### src/rtl/sr_cmd_gen.sv
// sr_cmd_gen: turns raw set/clear request levels into mutually exclusive,
// fixed-width S/R pulses for a NOR SR latch, with a registered shadow of the
// latch state and a one-cycle conflict flag.
// Optional feature macro: SR_CMD_DEBOUNCE_EN (counter-based request debounce).

// Per-request input filter plus its one-cycle-delayed copy.
module sr_cmd_filter #(
  parameter int DB_CNT = 4
) (
  input  logic clk,
  input  logic rst,
  input  logic raw,
  output logic filt,
  output logic filt_d
);
`ifdef SR_CMD_DEBOUNCE_EN
  localparam int            CW      = $clog2(DB_CNT + 1);
  localparam logic [CW-1:0] CNT_MAX = CW'(DB_CNT);

  logic [CW-1:0] cnt;

  // Saturating run-length counter of consecutive high samples; any low clears it.
  always_ff @(posedge clk) begin
    if (rst || !raw)       cnt <= '0;
    else if (cnt != CNT_MAX) cnt <= cnt + 1'b1;
  end

  assign filt = (cnt == CNT_MAX);

  // Delayed copy of the filtered level for edge detection.
  always_ff @(posedge clk) begin
    if (rst) filt_d <= 1'b0;
    else     filt_d <= filt;
  end
`else
  // Empty branch: DB_CNT only shapes the filter when debounce is built in.
  if (DB_CNT < 1) begin : g_db_cnt_unused
  end

  // Single-flop filter and its delayed copy.
  always_ff @(posedge clk) begin
    if (rst) begin
      filt   <= 1'b0;
      filt_d <= 1'b0;
    end else begin
      filt   <= raw;
      filt_d <= filt;
    end
  end
`endif
endmodule

module sr_cmd_gen #(
  parameter int PULSE_W = 2,
  parameter int DB_CNT  = 4
) (
  input  logic clk,
  input  logic rst,
  input  logic set_req,
  input  logic clr_req,
  output logic s,
  output logic r,
  output logic busy,
  output logic state_q,
  output logic err
);
  localparam int             NUM_REQ = 2;
  localparam int             PCW     = $clog2(PULSE_W + 1);
  localparam logic [PCW-1:0] P_LAST  = PCW'(PULSE_W - 1);

  typedef enum logic [1:0] {IDLE, SET_P, CLR_P, GAP} st_t;

  typedef struct packed {
    logic clr_rise;
    logic set_rise;
  } req_t;

  logic [NUM_REQ-1:0] raw, flt, flt_d;
  req_t               req;
  st_t                st, st_nx;
  logic [PCW-1:0]     pcnt;
  logic               in_pulse, pulse_last;

  assign raw = {clr_req, set_req};

  sr_cmd_filter #(.DB_CNT(DB_CNT)) u_flt [NUM_REQ-1:0] (
    .clk    (clk),
    .rst    (rst),
    .raw    (raw),
    .filt   (flt),
    .filt_d (flt_d)
  );

  // Only rising edges of the filtered levels are commands.
  assign req = req_t'(flt & ~flt_d);

  assign in_pulse   = (st == SET_P) || (st == CLR_P);
  assign pulse_last = in_pulse && (pcnt == P_LAST);

  // Next-state: accept a single non-redundant edge in IDLE, drop everything else.
  always_comb begin
    st_nx = st;
    case (st)
      IDLE: begin
        if (req.set_rise && !req.clr_rise && !state_q)     st_nx = SET_P;
        else if (req.clr_rise && !req.set_rise && state_q) st_nx = CLR_P;
      end
      SET_P, CLR_P: if (pulse_last) st_nx = GAP;
      GAP:          st_nx = IDLE;
      default:      st_nx = IDLE;
    endcase
  end

  // State register.
  always_ff @(posedge clk) begin
    if (rst) st <= IDLE;
    else     st <= st_nx;
  end

  // Pulse-width counter, running only inside SET_P/CLR_P.
  always_ff @(posedge clk) begin
    if (rst || !in_pulse || pulse_last) pcnt <= '0;
    else                                pcnt <= pcnt + 1'b1;
  end

  // Latch shadow flips on the edge where the drive pulse falls.
  always_ff @(posedge clk) begin
    if (rst)                             state_q <= 1'b0;
    else if (pulse_last && st == SET_P)  state_q <= 1'b1;
    else if (pulse_last && st == CLR_P)  state_q <= 1'b0;
  end

  // Conflict flag: both edges seen together while idle.
  always_ff @(posedge clk) begin
    if (rst) err <= 1'b0;
    else     err <= (st == IDLE) && req.set_rise && req.clr_rise;
  end

  assign s    = (st == SET_P);
  assign r    = (st == CLR_P);
  assign busy = (st != IDLE);
endmodule

### config.mk
export PLATFORM = sky130hd
export DESIGN_NAME = sr_cmd_gen
export DESIGN_NICKNAME = d
export VERILOG_FILES = /design/src/rtl/sr_cmd_gen.sv
export SDC_FILE = /design/constraint.sdc
export NUM_CORES = 1
export LEC_CHECK = 0
export ABC_AREA = 1
export BUFFER_PORTS_ARGS = -buffer_cell sky130_fd_sc_hd__buf_4
export CAP_MARGIN = 20
export CELL_PAD_IN_SITES_DETAIL_PLACEMENT = 1
export CELL_PAD_IN_SITES_GLOBAL_PLACEMENT = 2
export CORE_MARGIN = 2
export CORE_UTILIZATION = 25
export DETAILED_ROUTE_END_ITERATION = 8
export PLACE_DENSITY = 0.66
export RECOVER_POWER = 50
export SLEW_MARGIN = 20
export SYNTH_ARGS = -nofsm -noshare
export SYNTH_HDL_FRONTEND = slang
export SYNTH_HIERARCHICAL = 1
export SYNTH_SLANG_ARGS = --single-unit
### constraint.sdc
create_clock -name clk -period 1.2 [get_ports clk]
set_input_delay 0.24 -clock clk [delete_from_list [all_inputs] [get_ports clk]]
set_output_delay 0.24 -clock clk [all_outputs]
set_load 0.05 [all_outputs]
==> reports/metrics.yaml, run 1 <==
worst_setup_path:
  rrSetupSlack_ns: -0.01
  crit_required_ns: 0.96
  rr_worst_depth: 8
  r2r_end: "state_q"
  r2r-start: "st[0]"
  cp_max_fo: 2
  setup.worst_path.start: "st[1]"
  cp-start-kind: "flop"
  critPathKind: "reg -> out"
  crit_arrival_ns: 1.08
  critPathCapture: "s"
  end_kind: "output pin"
layout:
  drive_gt1_frac: 0.4096
  synthToLayoutAreaGrowth_pct: 55.00
  antenna_cells: 0
  final_cell_mix: "inv_1, nor2_1, nand2_1, buf_4, dfxtp_1"
  final_common_cell: "inv_1"
  final_nets: 94
pwr:
  p_per_area_nw_per_um2: 2196
  seqPwrFrac: 0.262
  sw_frac_of_total: 0.4090
  clockPowerShare: 0.145
  net-switching-power_uw: 661.8
  power.internal_uw: 956.3
  peakVddDrop_uv: 928.9
  power_frac_comb: 0.594
  power.leakage_nw: 0.3460
  p_total_mw: 1.618
sta:
  skew_ns: 0.004755
  rsz0062_at_grt: "true"
  max_freq_mhz: 757.7
  setup_viol: 4
  setup_slack_ns: -0.1198
  tightest_slew_ns: 0.3274
  timing.final.crit_share: 1.100
  min_period_ns: 1.320
  fin_hold_ws_ns: 0.1788
  finalMaxSlewViolations: 0
  finalHoldViolCount: 0
  slew_headroom: 0.7817
  totalNegativeSetupSlack_ns: -0.3393
route:
  first_pass_iters: 2
  drt_iter0_drc: 4
  wirelength_mm: 1.113
  ant_nets: 0
  avgViaCountPerCell: 4.056
  drc: 0
  vias: 438
  post_drt_wl_per_cell_um: 10.31
global_routing:
  gr-total-overflow: 0
  grt_usage: 0.1238
  grt_pass1_vias: 440
  antenna_found_initial: 0
  grt_max_degree: 8
  grt_pass1_wl_mm: 1.863
die:
  dieHeight_um: 47.61
  rows: 15
  start_util: 0.2695
  chipWidth_um: 47.61
  die-area_um2: 2267
  io_pins: 9
  core_area_um2: 1764
synth:
  synthesis.instances: 63
  synth_area_um2: 475.5
  synth_nets: 72
  ys_seq_elements: 10
  synth_warnings: 6
  syn_area_per_cell_um2: 7.547
  synth_cell_types: 13
  ys_seq_area_frac: 0.4211
place:
  gp_congestion: 0.6787
  hpwlAfterDp_um: 786.8
  io_buffers: 8
clock_tree:
  clkTransAtPathRegs_ns: 0.07
  clk_latency_ns: 0.26
  cts-root-buf: "clkbuf_4"
  clockBufferDepth: 2
  cts.sinks: 10
  ctsHoldBuffers: 0
  cts-htree-levels: 1
  numCtsBuffers: 3
  cts_tree: "yes"
run_status:
  violations: "setup timing"
  status: "finished, violations left"
min_path:
  hold_path_class: "in -> reg"
job:
  maxCapViolations: 0
## how the worst min path moves through the flow
stage                        startpoint         endpoint  slack [ns]  cells after the start
final                           clr_req    u_flt[1]/filt        0.18                      3
after global routing            clr_req    u_flt[1]/filt        0.18                      3
after CTS                       clr_req    u_flt[1]/filt        0.18                      3
after detailed placement  u_flt[1]/filt  u_flt[1]/filt_d        0.43                      2
after global placement          pcnt[0]          pcnt[0]        0.41                      1
after floorplan                     rst          state_q        0.30                      1
## kinds of logic after synthesis
group | after synthesis | synth area share
AO/OA/AOI/OAI | 2 | 0.02103
flip-flops | 10 | 0.4210
AND/OR/NAND/NOR | 29 | 0.2790
multiplexers | 1 | 0.02105
buffers and inverters | 16 | 0.1263
adder cells (fa/ha/maj) | 5 | 0.1316
## sequential cells by signal, summed over array words and instances (netlist names)
signal        cells
u_flt/filt_d      2
err               1
pcnt              2
u_flt/filt        2
state_q           1
st                2
## power by group through the flow
stage	registers, mW	clock network, mW	logic (mW)
2_1_floorplan	0.431	0	0.473
3_3_place_gp	0.421	0	0.651
3_5_place_dp	0.424	0	0.652
4_1_cts	0.423	0.243	0.879
5_1_grt	0.430	0.272	1.05
6_report	0.423	0.234	0.961
## synthesized netlist by cell type
master	count	area [um^2]
a21oi_1	1	5.000
dfxtp_1	10	200.2
ha_1	5	62.56
inv_1	16	60.06
mux2i_1	1	10.01
nand2_1	10	37.54
nand2_2	1	6.260
nand3_1	3	15.01
nand3_2	2	20.02
nor2_1	11	41.29
nor2_2	1	6.260
nor4_1	1	6.260
o21ai_0	1	5.000
## metal layers
metal / vias up / track usage / part of all wire
li1: 226 / - / -
met1: 203 / 0.1523 / 0.47
met2: 7 / 0.1892 / 0.48
met3: 2 / 0.04528 / 0.037
met4: 0 / 0.06486 / 0.013
met5: - / 0 / 0
## timing repair
| action | CTS | global route |
|---|---|---|
| gates cloned | 0 | 0 |
| pin swaps | 3 | 5 |
| setup endpoints to repair | 4 | 5 |
| buffers inserted | 5 | 3 |
| endpoints found under the hold margin | 0 | 0 |
| gates resized for setup | 19 | 3 |
## layout make-up
class                   count  area, um^2
fillers                   228        1027
repair buffers             17       157.7
flip-flops and latches     10       203.9
well taps                  25       31.28
inverters                  16       60.06
clock buffers               3       22.52
multi-input cells          37       261.5
## per-stage QoR
| step | cell area, um^2 | util | setup slack (ns) | instances |
|---|---|---|---|---|
| after floorplan | 479.2 | - | 0.03274 | 63 |
| after global placement | 585.6 | 0.3319 | -0.02645 | 98 |
| after detailed placement | 585.6 | 0.3319 | -0.01144 | 98 |
| after CTS | 705.7 | 0.4000 | -0.1185 | 106 |
| after global routing | 737.0 | 0.4177 | -0.1637 | 108 |
| final | 737.0 | 0.4177 | -0.1198 | 108 |
## worst max-delay path: stages, from the launching register on
cell and delay (ns):
dfxtp_2 0.34, inv_2 0.05, buf_6 0.11, ha_4 0.16, buf_8 0.14
No activity file was read; power rests on OpenSTA's default activity.
==> run 2, diff against run 1 <==
--- a/config.mk
+++ b/config.mk
@@ -10,7 +10,7 @@
 export CAP_MARGIN = 20
 export CELL_PAD_IN_SITES_DETAIL_PLACEMENT = 1
 export CELL_PAD_IN_SITES_GLOBAL_PLACEMENT = 2
-export CORE_MARGIN = 2
+export CORE_ASPECT_RATIO = 0.9
 export CORE_UTILIZATION = 25
 export DETAILED_ROUTE_END_ITERATION = 8
 export PLACE_DENSITY = 0.66
==> reports/metrics.yaml, run 2 (synthesis results as in run 1) <==
run_status:
  status: "finished, violations left"
  violations: "setup timing"
die:
  chipWidth_um: 47.97
  start_util: 0.2742
  rows: 14
  io_pins: 9
  core_area_um2: 1734
  dieHeight_um: 43.37
  die-area_um2: 2080
layout:
  drive_gt1_frac: 0.4096
  fill_cells: 208
  fin_area_um2: 729.5
  fin_util: 0.4206
  final_nets: 94
  antenna_cells: 0
  final_cell_mix: "inv_1, nor2_1, buf_4"
  final_cells: 107
  synthToLayoutAreaGrowth_pct: 53.42
  final_common_cell: "inv_1"
clock_tree:
  cts-root-buf: "clkbuf_4"
  numCtsBuffers: 3
  cts-htree-levels: 1
  clockBufferDepth: 2
  clk_latency_ns: 0.26
  cts_tree: "yes"
  cts.sinks: 10
  ctsHoldBuffers: 0
  clkTransAtPathRegs_ns: 0.07
pwr:
  p_total_mw: 1.602
  sw_frac_of_total: 0.4090
  peakVddDrop_uv: 750.8
  power.leakage_nw: 0.3441
  power.internal_uw: 947.0
  power_frac_comb: 0.594
  seqPwrFrac: 0.264
  clockPowerShare: 0.142
  net-switching-power_uw: 655.5
  p_per_area_nw_per_um2: 2197
worst_setup_path:
  crit_arrival_ns: 1.06
  slowest_delay_ns: 0.34
  cp_max_fo: 2
  cp_cell_sequence: "inv_2 -> buf_6 -> ha_4 -> buf_8"
  end_kind: "output pin"
  critPathKind: "reg -> out"
  crit_required_ns: 0.96
  cpMaxStageDelayCell: "dfxtp_2"
  rr_worst_depth: 8
  cp-start-kind: "flop"
sta:
  timing.final.crit_share: 1.087
  rsz0062_at_grt: "true"
  finalMaxSlewViolations: 0
  setup_viol: 5
  min_period_ns: 1.305
  finalHoldViolCount: 0
  tightest_slew_ns: 0.3404
  slew_headroom: 0.7731
  fin_hold_ws_ns: 0.1725
  setup_slack_ns: -0.1049
  max_freq_mhz: 766.3
  totalNegativeSetupSlack_ns: -0.3073
  skew_ns: 0.006164
min_path:
  hold_path_class: "in -> reg"
  holdPathStages: 3
global_routing:
  grt_pass1_wl_mm: 1.800
  grt_usage: 0.1373
  grt_pass1_vias: 417
  gr-total-overflow: 0
  antenna_found_initial: 0
  grt_max_degree: 8
route:
  post_drt_wl_per_cell_um: 10.30
  avgViaCountPerCell: 4.065
  first_pass_iters: 3
  drt_iter0_drc: 5
  wirelength_mm: 1.102
  vias: 435
  ant_nets: 0
  drc: 0
job:
  maxCapViolations: 0
place:
  postPlaceCellArea_um2: 599.3
  hpwlAfterDp_um: 741
  pre_cts_slack_ns: 0.02607
  dp.cells: 99
  io_buffers: 8
  gp_congestion: 0.6966
[run 2: timing repair]
| item | 4_1_cts | 5_1_grt |
|---|---|---|
| hold endpoints to repair | 0 | 0 |
| setup buffers | 4 | 1 |
| endpoints found under the setup margin | 3 | 5 |
| pin swaps | 3 | 5 |
| resized for setup | 18 | 3 |
[run 2: worst paths after layout]
path / to / slack, ns / startpoint
worst min register to register: pcnt[0] / 0.42 / pcnt[0]
worst min-delay path: u_flt[1]/filt / 0.17 / clr_req
worst max register to register: st[1] / -0.03 / st[0]
worst max-delay path: r / -0.10 / st[0]
[run 2: metal layers]
metal / track usage / vias to the layer above / part of all wire
li1: - / 227 / -
met1: 0.1563 / 198 / 0.46
met2: 0.2135 / 6 / 0.47
met3: 0.05000 / 4 / 0.032
met4: 0.08333 / 0 / 0.028
met5: 0 / - / 0
[run 2: critical path, delay by kind of cell, from the launching register on]
kind / cells / cell delay [ns]
fa+ha+maj: 1 / 0.16
buf+inv: 3 / 0.30
flops: 1 / 0.34
[run 2: cell type report]
type	count	area, um^2	share of cell area
well taps	24	30.03	0.04117
inverters	16	60.06	0.08233
flip-flops and latches	10	203.9	0.2796
repair buffers	17	153.9	0.2110
clock buffers	3	22.52	0.03087
multi-input cells	37	259.0	0.3551
[run 2: power by group through the flow]
stage | registers [mW] | clock network, mW | logic, mW
finish | 0.422 | 0.228 | 0.952
global route | 0.429 | 0.262 | 1.03
CTS | 0.421 | 0.236 | 0.895
detailed placement | 0.422 | 0 | 0.693
global placement | 0.420 | 0 | 0.708
floorplan | 0.431 | 0 | 0.473
==> run 3, diff against run 2 <==
--- a/config.mk
+++ b/config.mk
@@ -10,7 +10,6 @@
 export CAP_MARGIN = 20
 export CELL_PAD_IN_SITES_DETAIL_PLACEMENT = 1
 export CELL_PAD_IN_SITES_GLOBAL_PLACEMENT = 2
-export CORE_ASPECT_RATIO = 0.9
 export CORE_UTILIZATION = 25
 export DETAILED_ROUTE_END_ITERATION = 8
 export PLACE_DENSITY = 0.66
==> reports/metrics.yaml, run 3 (synthesis results as in run 1) <==
place:
  dp.cells: 100
  io_buffers: 8
  postPlaceCellArea_um2: 600.6
  pre_cts_slack_ns: 0.02131
  hpwlAfterDp_um: 838.2
  gp_congestion: 0.6831
global_routing:
  grt_max_degree: 8
  gr-total-overflow: 0
  grt_pass1_vias: 483
  grt_usage: 0.1461
  antenna_found_initial: 0
  grt_pass1_wl_mm: 2.049
sta:
  setup_viol: 4
  totalNegativeSetupSlack_ns: -0.3653
  skew_ns: 0.006856
  timing.final.crit_share: 1.111
  slew_headroom: 0.7739
  finalHoldViolCount: 0
  fin_hold_ws_ns: 0.1711
  max_freq_mhz: 750.3
  min_period_ns: 1.333
  tightest_slew_ns: 0.3392
  setup_slack_ns: -0.1329
  rsz0062_at_grt: "true"
  finalMaxSlewViolations: 0
worst_setup_path:
  rrSetupSlack_ns: -0.01
  slowest_delay_ns: 0.35
  end_kind: "output pin"
  cp_max_fo: 3
  r2r-start: "st[1]"
  setup.worst_path.start: "st[1]"
  path_buf_inv: 3
  cp_cell_sequence: "inv_2 -> buf_6 -> ha_4 -> buf_8"
  cp-start-kind: "flop"
  rr_worst_depth: 6
  cp_num_cells: 4
  critPathKind: "reg -> out"
  critical-path-top-delay-family: "flip-flops"
  crit_arrival_ns: 1.09
  cpMaxStageDelayCell: "dfxtp_2"
  crit_required_ns: 0.96
  r2r_end: "st[0]"
route:
  first_pass_iters: 2
  drt_iter0_drc: 3
  wirelength_mm: 1.190
  vias: 460
  ant_nets: 0
  drc: 0
  post_drt_wl_per_cell_um: 10.82
  avgViaCountPerCell: 4.182
layout:
  fill_cells: 218
  final_cell_mix: "inv_1, buf_4, nor2_1"
  synthToLayoutAreaGrowth_pct: 56.05
  final_cells: 110
  fin_area_um2: 742.0
  multi_input_area_um2: 249.0
  fin_util: 0.4251
  drive_gt1_frac: 0.4235
  final_nets: 95
  ff_latch_area_um2: 203.9
  final_common_cell: "inv_1"
  antenna_cells: 0
pwr:
  p_per_area_nw_per_um2: 2276
  power.leakage_nw: 0.3545
  p_total_mw: 1.689
  peakVddDrop_uv: 972.4
die:
  start_util: 0.2724
  dieHeight_um: 45.61
  chipWidth_um: 45.61
  io_pins: 9
  rows: 15
  core_area_um2: 1745
  die-area_um2: 2080
clock_tree:
  cts_tree: "yes"
  cts-htree-levels: 1
  ctsHoldBuffers: 0
  clockBufferDepth: 2
  numCtsBuffers: 3
  cts-root-buf: "clkbuf_4"
  cts.sinks: 10
  clkTransAtPathRegs_ns: 0.08
  clk_latency_ns: 0.27
run_status:
  violations: "setup timing"
  status: "finished, violations left"
job:
  maxCapViolations: 0
min_path:
  holdPathStages: 3
  hold_end: "u_flt[1]/filt"
  hold_path_class: "in -> reg"
  worstHoldStart: "clr_req"
run 3: report_power, final:
group          switching (mW)  total, mW  internal (mW)
sequential             0.0339      0.425          0.391
combinational           0.509      0.950          0.441
clock                   0.129      0.314          0.184
total                   0.673       1.69           1.02
run 3: timing repair:
item | CTS | global route
pin swaps | 2 | 3
setup endpoints to repair | 3 | 6
hold endpoints to repair | 0 | 0
resized for setup | 17 | 3
buffers inserted | 5 | 1
run 3: worst max path at each step:
stage	endpoint	slack, ns
2_1_floorplan	state_q	0.03
3_3_place_gp	s	0.01
3_5_place_dp	st[0]	0.02
4_1_cts	s	-0.14
5_1_grt	s	-0.17
6_report	s	-0.13
run 3: cell type report:
class                      count  share of cell area
inverter                      16             0.08094
clock buffer                   4             0.04890
tap                           25             0.04216
timing repair buffer          18              0.2175
multi-input combinational     37              0.3356
sequential                    10              0.2749
run 3: metal layers:
metal / vias up / GRT usage / part of all wire
met5: - / 0 / 0
met4: 0 / 0.05455 / 0.012
met3: 2 / 0.07143 / 0.041
met2: 9 / 0.2457 / 0.54
met1: 219 / 0.1563 / 0.41
li1: 230 / - / -
run 3: worst min-delay path, stage by stage:
cell,delay (ns)
buf_4,0.08
inv_1,0.03
nor2_1,0.06
